==> src/rtl/seq_signed_divider_if.sv <==
// Start/busy handshake bundle for the sequential signed divider.
// start is sampled only while busy=0; done pulses for one cycle once busy has dropped.
`timescale 1ns/1ps
interface seq_signed_divider_if #(parameter int N = 4);
    logic [2*N-1:0] dividend;
    logic [N-1:0]   divisor;
    logic           start;
    logic [N-1:0]   quotient;
    logic [N-1:0]   remainder;
    logic           busy;
    logic           done;
    logic           overflow;
    logic           div_by_zero;

    modport master (
        output dividend, divisor, start,
        input  quotient, remainder, busy, done, overflow, div_by_zero
    );

    modport slave (
        input  dividend, divisor, start,
        output quotient, remainder, busy, done, overflow, div_by_zero
    );
endinterface

==> src/rtl/seq_signed_divider.sv <==
// Restoring signed divider: 2N-bit dividend / N-bit divisor, one quotient bit per clock.
// Works on magnitudes and applies the signs in the DONE state.
`timescale 1ns/1ps
module seq_signed_divider #(
    parameter int N = 4
) (
    input  logic                 i_clock,
    input  logic                 i_reset,
    seq_signed_divider_if.slave  bus,
    output logic [1:0]           o_state
);
    localparam int CW = (2 * N > 1) ? $clog2(2 * N) : 1;
    localparam logic [CW-1:0]    COUNT_LOAD = CW'(2 * N - 1);
    localparam logic [2*N-1:0]   POS_LIMIT  = (2 * N)'(2 ** (N - 1) - 1);
    localparam logic [2*N-1:0]   NEG_LIMIT  = (2 * N)'(2 ** (N - 1));

    typedef enum logic [1:0] {
        S_IDLE = 2'd0,
        S_DIV  = 2'd1,
        S_DONE = 2'd2
    } state_t;

    state_t           r_state;
    state_t           w_next_state;
    logic [CW-1:0]    r_count;
    logic [2*N-1:0]   r_quo;
    logic [N-1:0]     r_rem;
    logic [N-1:0]     r_dvs;
    logic             r_sign_a;
    logic             r_sign_b;
    logic [N-1:0]     r_quotient;
    logic [N-1:0]     r_remainder;
    logic             r_overflow;
    logic             r_dbz;
    logic             r_done;

    logic [2*N-1:0]   w_dvd_mag;
    logic [N-1:0]     w_dvs_mag;
    logic [N:0]       w_shift;
    logic [N:0]       w_trial;
    logic             w_qneg;
    logic             w_ovf;
    logic [N-1:0]     w_quot_fix;
    logic [N-1:0]     w_rem_fix;
    logic             w_busy;

    // Unsigned magnitudes: -2^(2N-1) maps onto 2^(2N-1), which fits unsigned in 2N bits.
    always_comb begin
        w_dvd_mag = bus.dividend[2*N-1] ? -bus.dividend : bus.dividend;
        w_dvs_mag = bus.divisor[N-1] ? -bus.divisor : bus.divisor;
    end

    // The partial remainder is always below |divisor| <= 2^(N-1), so N bits hold it.
    always_comb begin
        w_shift = {r_rem, r_quo[2*N-1]};
        w_trial = w_shift - {1'b0, r_dvs};
    end

    always_comb begin
        w_qneg     = (r_sign_a ^ r_sign_b) && (r_quo != '0);
        w_ovf      = w_qneg ? (r_quo > NEG_LIMIT) : (r_quo > POS_LIMIT);
        w_quot_fix = w_qneg ? -r_quo[N-1:0] : r_quo[N-1:0];
        w_rem_fix  = r_sign_a ? -r_rem : r_rem;
    end

    always_ff @(posedge i_clock) begin
        if (i_reset) begin
            r_state <= S_IDLE;
        end else begin
            r_state <= w_next_state;
        end
    end

    always_comb begin
        w_next_state = r_state;
        case (r_state)
            S_IDLE:  if (bus.start) w_next_state = S_DIV;
            S_DIV:   if (r_count == '0) w_next_state = S_DONE;
            S_DONE:  w_next_state = S_IDLE;
            default: w_next_state = S_IDLE;
        endcase
    end

    always_comb begin
        w_busy  = (r_state == S_DIV) || (r_state == S_DONE);
        o_state = r_state;
    end

    always_ff @(posedge i_clock) begin
        if (i_reset) begin
            r_count     <= '0;
            r_quo       <= '0;
            r_rem       <= '0;
            r_dvs       <= '0;
            r_sign_a    <= 1'b0;
            r_sign_b    <= 1'b0;
            r_quotient  <= '0;
            r_remainder <= '0;
            r_overflow  <= 1'b0;
            r_dbz       <= 1'b0;
            r_done      <= 1'b0;
        end else begin
            r_done <= 1'b0;
            case (r_state)
                S_IDLE: begin
                    if (bus.start) begin
                        r_quo    <= w_dvd_mag;
                        r_rem    <= '0;
                        r_dvs    <= w_dvs_mag;
                        r_sign_a <= bus.dividend[2*N-1];
                        r_sign_b <= bus.divisor[N-1];
                        r_count  <= COUNT_LOAD;
                    end
                end
                S_DIV: begin
                    if (!w_trial[N]) begin
                        r_rem <= w_trial[N-1:0];
                        r_quo <= {r_quo[2*N-2:0], 1'b1};
                    end else begin
                        r_rem <= w_shift[N-1:0];
                        r_quo <= {r_quo[2*N-2:0], 1'b0};
                    end
                    r_count <= r_count - 1'b1;
                end
                S_DONE: begin
                    r_done <= 1'b1;
                    if (r_dvs == '0) begin
                        r_quotient  <= '0;
                        r_remainder <= '0;
                        r_overflow  <= 1'b0;
                        r_dbz       <= 1'b1;
                    end else begin
                        r_quotient  <= w_quot_fix;
                        r_remainder <= w_rem_fix;
                        r_overflow  <= w_ovf;
                        r_dbz       <= 1'b0;
                    end
                end
                default: r_done <= 1'b0;
            endcase
        end
    end

    assign bus.quotient    = r_quotient;
    assign bus.remainder   = r_remainder;
    assign bus.overflow    = r_overflow;
    assign bus.div_by_zero = r_dbz;
    assign bus.done        = r_done;
    assign bus.busy        = w_busy;
endmodule

==> src/flat_wrapper.sv <==
// flat-port wrapper written by rule: the top's interface ports become plain ports
module seq_signed_divider_flat 
#(
    parameter int N = 4
)
  (i_clock, i_reset, o_state, bus_dividend, bus_divisor, bus_start, bus_quotient, bus_remainder, bus_busy, bus_done, bus_overflow, bus_div_by_zero);
  seq_signed_divider_if #(.N(N)) bus_i ();
  input  logic i_clock;
  input  logic i_reset;
  output logic [1:0] o_state;
  input wire logic [$bits(bus_i.dividend)-1:0] bus_dividend;
  input wire logic [$bits(bus_i.divisor)-1:0] bus_divisor;
  input wire logic [$bits(bus_i.start)-1:0] bus_start;
  output wire logic [$bits(bus_i.quotient)-1:0] bus_quotient;
  output wire logic [$bits(bus_i.remainder)-1:0] bus_remainder;
  output wire logic [$bits(bus_i.busy)-1:0] bus_busy;
  output wire logic [$bits(bus_i.done)-1:0] bus_done;
  output wire logic [$bits(bus_i.overflow)-1:0] bus_overflow;
  output wire logic [$bits(bus_i.div_by_zero)-1:0] bus_div_by_zero;
  assign bus_i.dividend = bus_dividend;
  assign bus_i.divisor = bus_divisor;
  assign bus_i.start = bus_start;
  assign bus_quotient = bus_i.quotient;
  assign bus_remainder = bus_i.remainder;
  assign bus_busy = bus_i.busy;
  assign bus_done = bus_i.done;
  assign bus_overflow = bus_i.overflow;
  assign bus_div_by_zero = bus_i.div_by_zero;
  seq_signed_divider #(.N(N)) u_core (.i_clock(i_clock), .i_reset(i_reset), .bus(bus_i), .o_state(o_state));
endmodule
==> config.mk <==
export PLATFORM = sky130hd
export DESIGN_NAME = seq_signed_divider_flat
export DESIGN_NICKNAME = d
export VERILOG_FILES = /design/src/rtl/seq_signed_divider_if.sv /design/src/rtl/seq_signed_divider.sv /design/src/flat_wrapper.sv
export SDC_FILE = /design/constraint.sdc
export NUM_CORES = 1
export LEC_CHECK = 0
export BUFFER_PORTS_ARGS = -buffer_cell sky130_fd_sc_hd__buf_2
export CAP_MARGIN = 20
export CORE_UTILIZATION = 46
export DETAILED_ROUTE_END_ITERATION = 12
export PLACE_DENSITY_LB_ADDON = 0.05
export SLEW_MARGIN = 20
export SYNTH_ARGS = -nofsm -noshare
export SYNTH_HDL_FRONTEND = slang
export SYNTH_SLANG_ARGS = --single-unit
==> constraint.sdc <==
create_clock -name i_clock -period 1.83 [get_ports i_clock]
set_input_delay 0.366 -clock i_clock [delete_from_list [all_inputs] [get_ports i_clock]]
set_output_delay 0.366 -clock i_clock [all_outputs]
set_load 0.005 [all_outputs]
# Word level (Yosys, flattened, before mapping)
# Index checks and enable logic that the tools add are counted.
# totals
word_cells,56
output_inout_bits,14
input_bits,15
ff_bits,34
# op_classes
muxes,21
addsub,6
eq_ne,4
reduce_logical,10
order_cmp,2
bitwise,1
# ops
op,count
4-bit two-way mux,7
8-bit two-way mux,2
8-bit case mux with 2 select lines,1
4-bit negation,3
8-bit by 3-bit > comparator with 1-bit output (second input constant),1
8-bit by 4-bit > comparator with 1-bit output (second input constant),1
8-bit negation,1
4-bit case mux with 2 select lines,1
8-bit nonzero test,1
3-bit case mux with 2 select lines,1
2-bit AND reduction,3
1-bit two-way mux,5
5-bit by 4-bit subtractor with 5-bit output,1
4-bit zero test,1
2-bit two-way mux,2
2-bit case mux with 2 select lines,1
3-bit zero test,1
3-bit two-way mux,1
3-bit by 1-bit subtractor with 3-bit output (second input constant),1
2-bit by 1-bit == test with 1-bit output (second input constant),1
2-bit == test (second input constant),1
2-bit zero test,1
2-bit by 1-bit != test with 1-bit output (second input constant),1
2-bit != test (second input constant),1
4 further kinds,4

# Depth between registers and ports, before layout
# depth
word_depth,4
mapped_depth,8
depth_no_buf,8

# Worst setup path after synthesis
# No wires, ideal clock.
# synth_path
path_type,reg-to-reg
from,reg u_core.r_quo[7]
to,reg u_core.r_rem[0]
n_path_buf,0
arrival_time_ns,1.828
stages_incl_launch_ff,9
slack_ns,-0.115
required_ns,1.713
setup_time_ns,0.117
period_less_slack_ns,1.945
cell_sequence,dfxtp_1 > inv_1 > ha_1 > fa_1 > nand2b_4 > a21oi_2 > xor2_2 > mux2i_1 > a22o_1
# synth_between
elab_chain_cells,3
# synth_lines
element,line_no,source
from (decl),seq_signed_divider.sv:26,logic [2*N-1:0] r_quo;
from (signal assigned),seq_signed_divider.sv:107,r_quo <= w_dvd_mag;
from (signal assigned),seq_signed_divider.sv:118,"r_quo <= {r_quo[2*N-2:0], 1'b1};"
from (signal assigned),seq_signed_divider.sv:121,"r_quo <= {r_quo[2*N-2:0], 1'b0};"
5-bit by 4-bit subtractor with 5-bit output,seq_signed_divider.sv:56,"w_trial = w_shift - {1'b0, r_dvs};"
4-bit two-way mux *,seq_signed_divider.sv:116,if (!w_trial[N]) begin
4-bit case mux with 2 select lines *,seq_signed_divider.sv:104,case (r_state)
to (signal assigned),seq_signed_divider.sv:117,r_rem <= w_trial[N-1:0];
to (signal assigned),seq_signed_divider.sv:120,r_rem <= w_shift[N-1:0];
to (decl),seq_signed_divider.sv:27,logic [N-1:0] r_rem;
# Every way passes the cells marked *; elsewhere a longest branch is shown, timed or not.
# A chain may end at the register's enable or synchronous reset.

# Worst setup path in the final report
# Same ends and word-level chain as after synthesis.

==> flow_summary.json <==
{
  "end_kind": "register",
  "synth.ff_latch_count": 34,
  "ys.flop_type": "dfxtp_1",
  "syn2layout_area_growth_pct": 23.0,
  "drt-wirelength-per-cell_um": 13.3,
  "max-cap-violations": 0,
  "core_um2": 3800,
  "cts_root_buf": "clkbuf_8",
  "routed-wl-met3_um": 127,
  "grt_pass1_wl_um": 7130,
  "rows": 22,
  "rsz0062_at_grt": "true",
  "die_h_um": 66.2,
  "grt_antenna_before_repair": 0,
  "finalHoldViolations": 0,
  "nets": 297,
  "final_common_cell": "dfxtp_1",
  "clkLatencyLatePin_ns": 0.29,
  "globalplace.congestion": 0.756,
  "mostFrequentLayoutCells": "dfxtp_1, buf_2, nand2_1, nor2_1, inv_1",
  "drt_iter0_drc": 84,
  "pre_cts_ws_ns": -0.0482,
  "wl_met1_um": 2070,
  "drive_gt1_frac": 0.245,
  "grt_max_degree": 17,
  "ys_types": 41,
  "peakVddDrop_mv": 0.553,
  "yosys_warnings": 0,
  "finalSetupViolCount": 0,
  "crit_buf_inv": 2,
  "slew_violations": 0,
  "post-route-min-period_ns": 1.82,
  "cts_tree": "done",
  "wl_um": 4210,
  "drc": 0,
  "holdCritPathClass": "in2reg",
  "worstPathMaxFanout": 7,
  "synthArstFlopShare": 0,
  "antenna_cells": 0,
  "dpl.hpwl_um": 3240,
  "start_kind": "register",
  "cpPeakStageDelay_ns": 0.34,
  "finalHoldWorstSlack_ns": 0.329,
  "slew-limit-headroom": 0.700,
  "grt_pass1_vias": 1555,
  "ant_nets": 0,
  "leakage_nw": 0.989,
  "skew_ns": 0.00733,
  "die_area_um2": 4380,
  "grt_usage": 0.216,
  "synth-edff-count": 0,
  "first_pass_iters": 4,
  "ctsLongestPathBuffers": 2,
  "clock_sinks": 34,
  "num_vias": 1648,
  "path_class": "reg2reg",
  "cp_slowest_cell": "dfxtp_2",
  "clkTransAtPathRegs_ns": 0.07,
  "syn_nets": 254,
  "worst_slack_ns": 0.00628,
  "fmax_mhz": 548,
  "via_per_inst": 5.20,
  "syn_area_um2": 1900,
  "start_util": 0.499,
  "critPathTopFamily": "adder cells",
  "reg2reg_slack_ns": 0.006,
  "dr_wl_met2_um": 1990,
  "netlist_instances": 225,
  "topRoutingLayerUsed": "met4",
  "worst_pin_slew_ns": 0.446,
  "ys_seq_area_frac": 0.359,
  "period_share": 0.997,
  "fp.dieW_um": 66.2,
  "overflow": 0,
  "postSynthAreaPerCell_um2": 8.43,
  "worstPathArrival_ns": 2.06,
  "htree_levels": 2,
  "outcome": "finished, final reports clean",
  "io_pins": 29,
  "pwr_density_cell_nw_per_um2": 997,
  "cp_cell_sequence": "inv_2, ha_4, fa_2, nand2b_4, a21oi_4, xor2_2, buf_6, mux2i_1, a22o_1",
  "numCtsBuffers": 5,
  "port_buffers": 28,
  "required_ns": 2.06
}
## worst paths after layout
path / end / depth (start not counted) / startpoint
hold reg to reg: u_core.bus.quotient[1] / 2 / u_core.bus.quotient[1]
setup reg to reg: u_core.r_rem[0] / 9 / u_core.r_quo[7]
hold / removal: u_core.r_dvs[0] / 3 / bus_divisor[0]
setup / recovery: u_core.r_rem[0] / 9 / u_core.r_quo[7]
## metrics by stage
stage	util	cell area, um2	std cells	TNS [ns]	total power, mW
after floorplan	-	1920	225	-0.0402	1.40
after global placement	0.577	2190	307	0	1.61
after detailed placement	0.577	2190	307	-0.156	1.62
after CTS	0.608	2310	315	-0.00360	2.33
after global routing	0.614	2330	317	-0.228	2.47
final	0.614	2330	317	0	2.33
## flip-flops by register name, summed over array words and instances, names as in the netlist, 2 cells and up
signal                count
u_core.o_state            2
u_core.r_count            3
u_core.bus.quotient       4
u_core.r_quo              8
u_core.r_rem              4
u_core.bus.remainder      4
u_core.r_dvs              4
## synth_stat cells (2+ instances only)
cell type  number  share of area
a211oi_1        6          0.024
a21o_1          2         0.0079
mux2i_1         4          0.021
o31ai_1         5          0.020
a221oi_1        4          0.018
dfxtp_1        34           0.36
inv_1          21          0.042
xor2_1          5          0.023
o21ai_0         4          0.011
clkbuf_1        4         0.0079
a22oi_1         5          0.020
nor2b_1         2         0.0066
a21oi_2         2         0.0092
nor4_1          3         0.0099
o21ai_2         2         0.0092
nand4_1         2         0.0066
nor2_1         22          0.044
o211ai_1        5          0.020
a21oi_1        19          0.050
xnor2_1         7          0.032
ha_1           13          0.086
and2_1          2         0.0066
nand2b_1        7          0.023
nand2_1        23          0.046
a22o_1          3          0.014
buf_2           4          0.011
## metal layers
metal,vias up,track usage
li1,864,-
met5,-,0
met2,27,0.362
met4,0,0.0638
met1,755,0.276
met3,2,0.0466
## worst min-delay path, stage by stage
cell	delay, ns
buf_2	0.10
nand2_1	0.05
a21oi_1	0.05
## layout make-up
type / count / area [um2]
clock buffer: 5 / 68.8
fill: 369 / 1470
multi-input combinational: 160 / 1120
inverter: 22 / 82.6
sequential: 34 / 682
timing repair buffer: 45 / 272
tap: 48 / 60.1
clock inverter: 3 / 45.0
## power by group
group / internal (mW) / switching [mW]
logic: 0.348 / 0.388
clock network: 0.405 / 0.298
registers: 0.817 / 0.0703
total: 1.57 / 0.756
## logic make-up after synthesis
family          after synthesis  synth area share
simple gates                 68             0.177
buf+inv                      31            0.0646
xor+xnor                     13            0.0640
flops                        34             0.359
mux                           4            0.0211
compound gates               61             0.218
fa+ha+maj                    14            0.0963
## timing repair
| item | CTS | global route |
|---|---|---|
| hold buffers | 0 | 0 |
| resized for setup | 1 | 2 |
| setup buffers | 0 | 2 |
| pin swaps | 3 | 2 |
| setup endpoints to repair | 5 | 5 |
No activity file was read; power rests on OpenSTA's default activity.
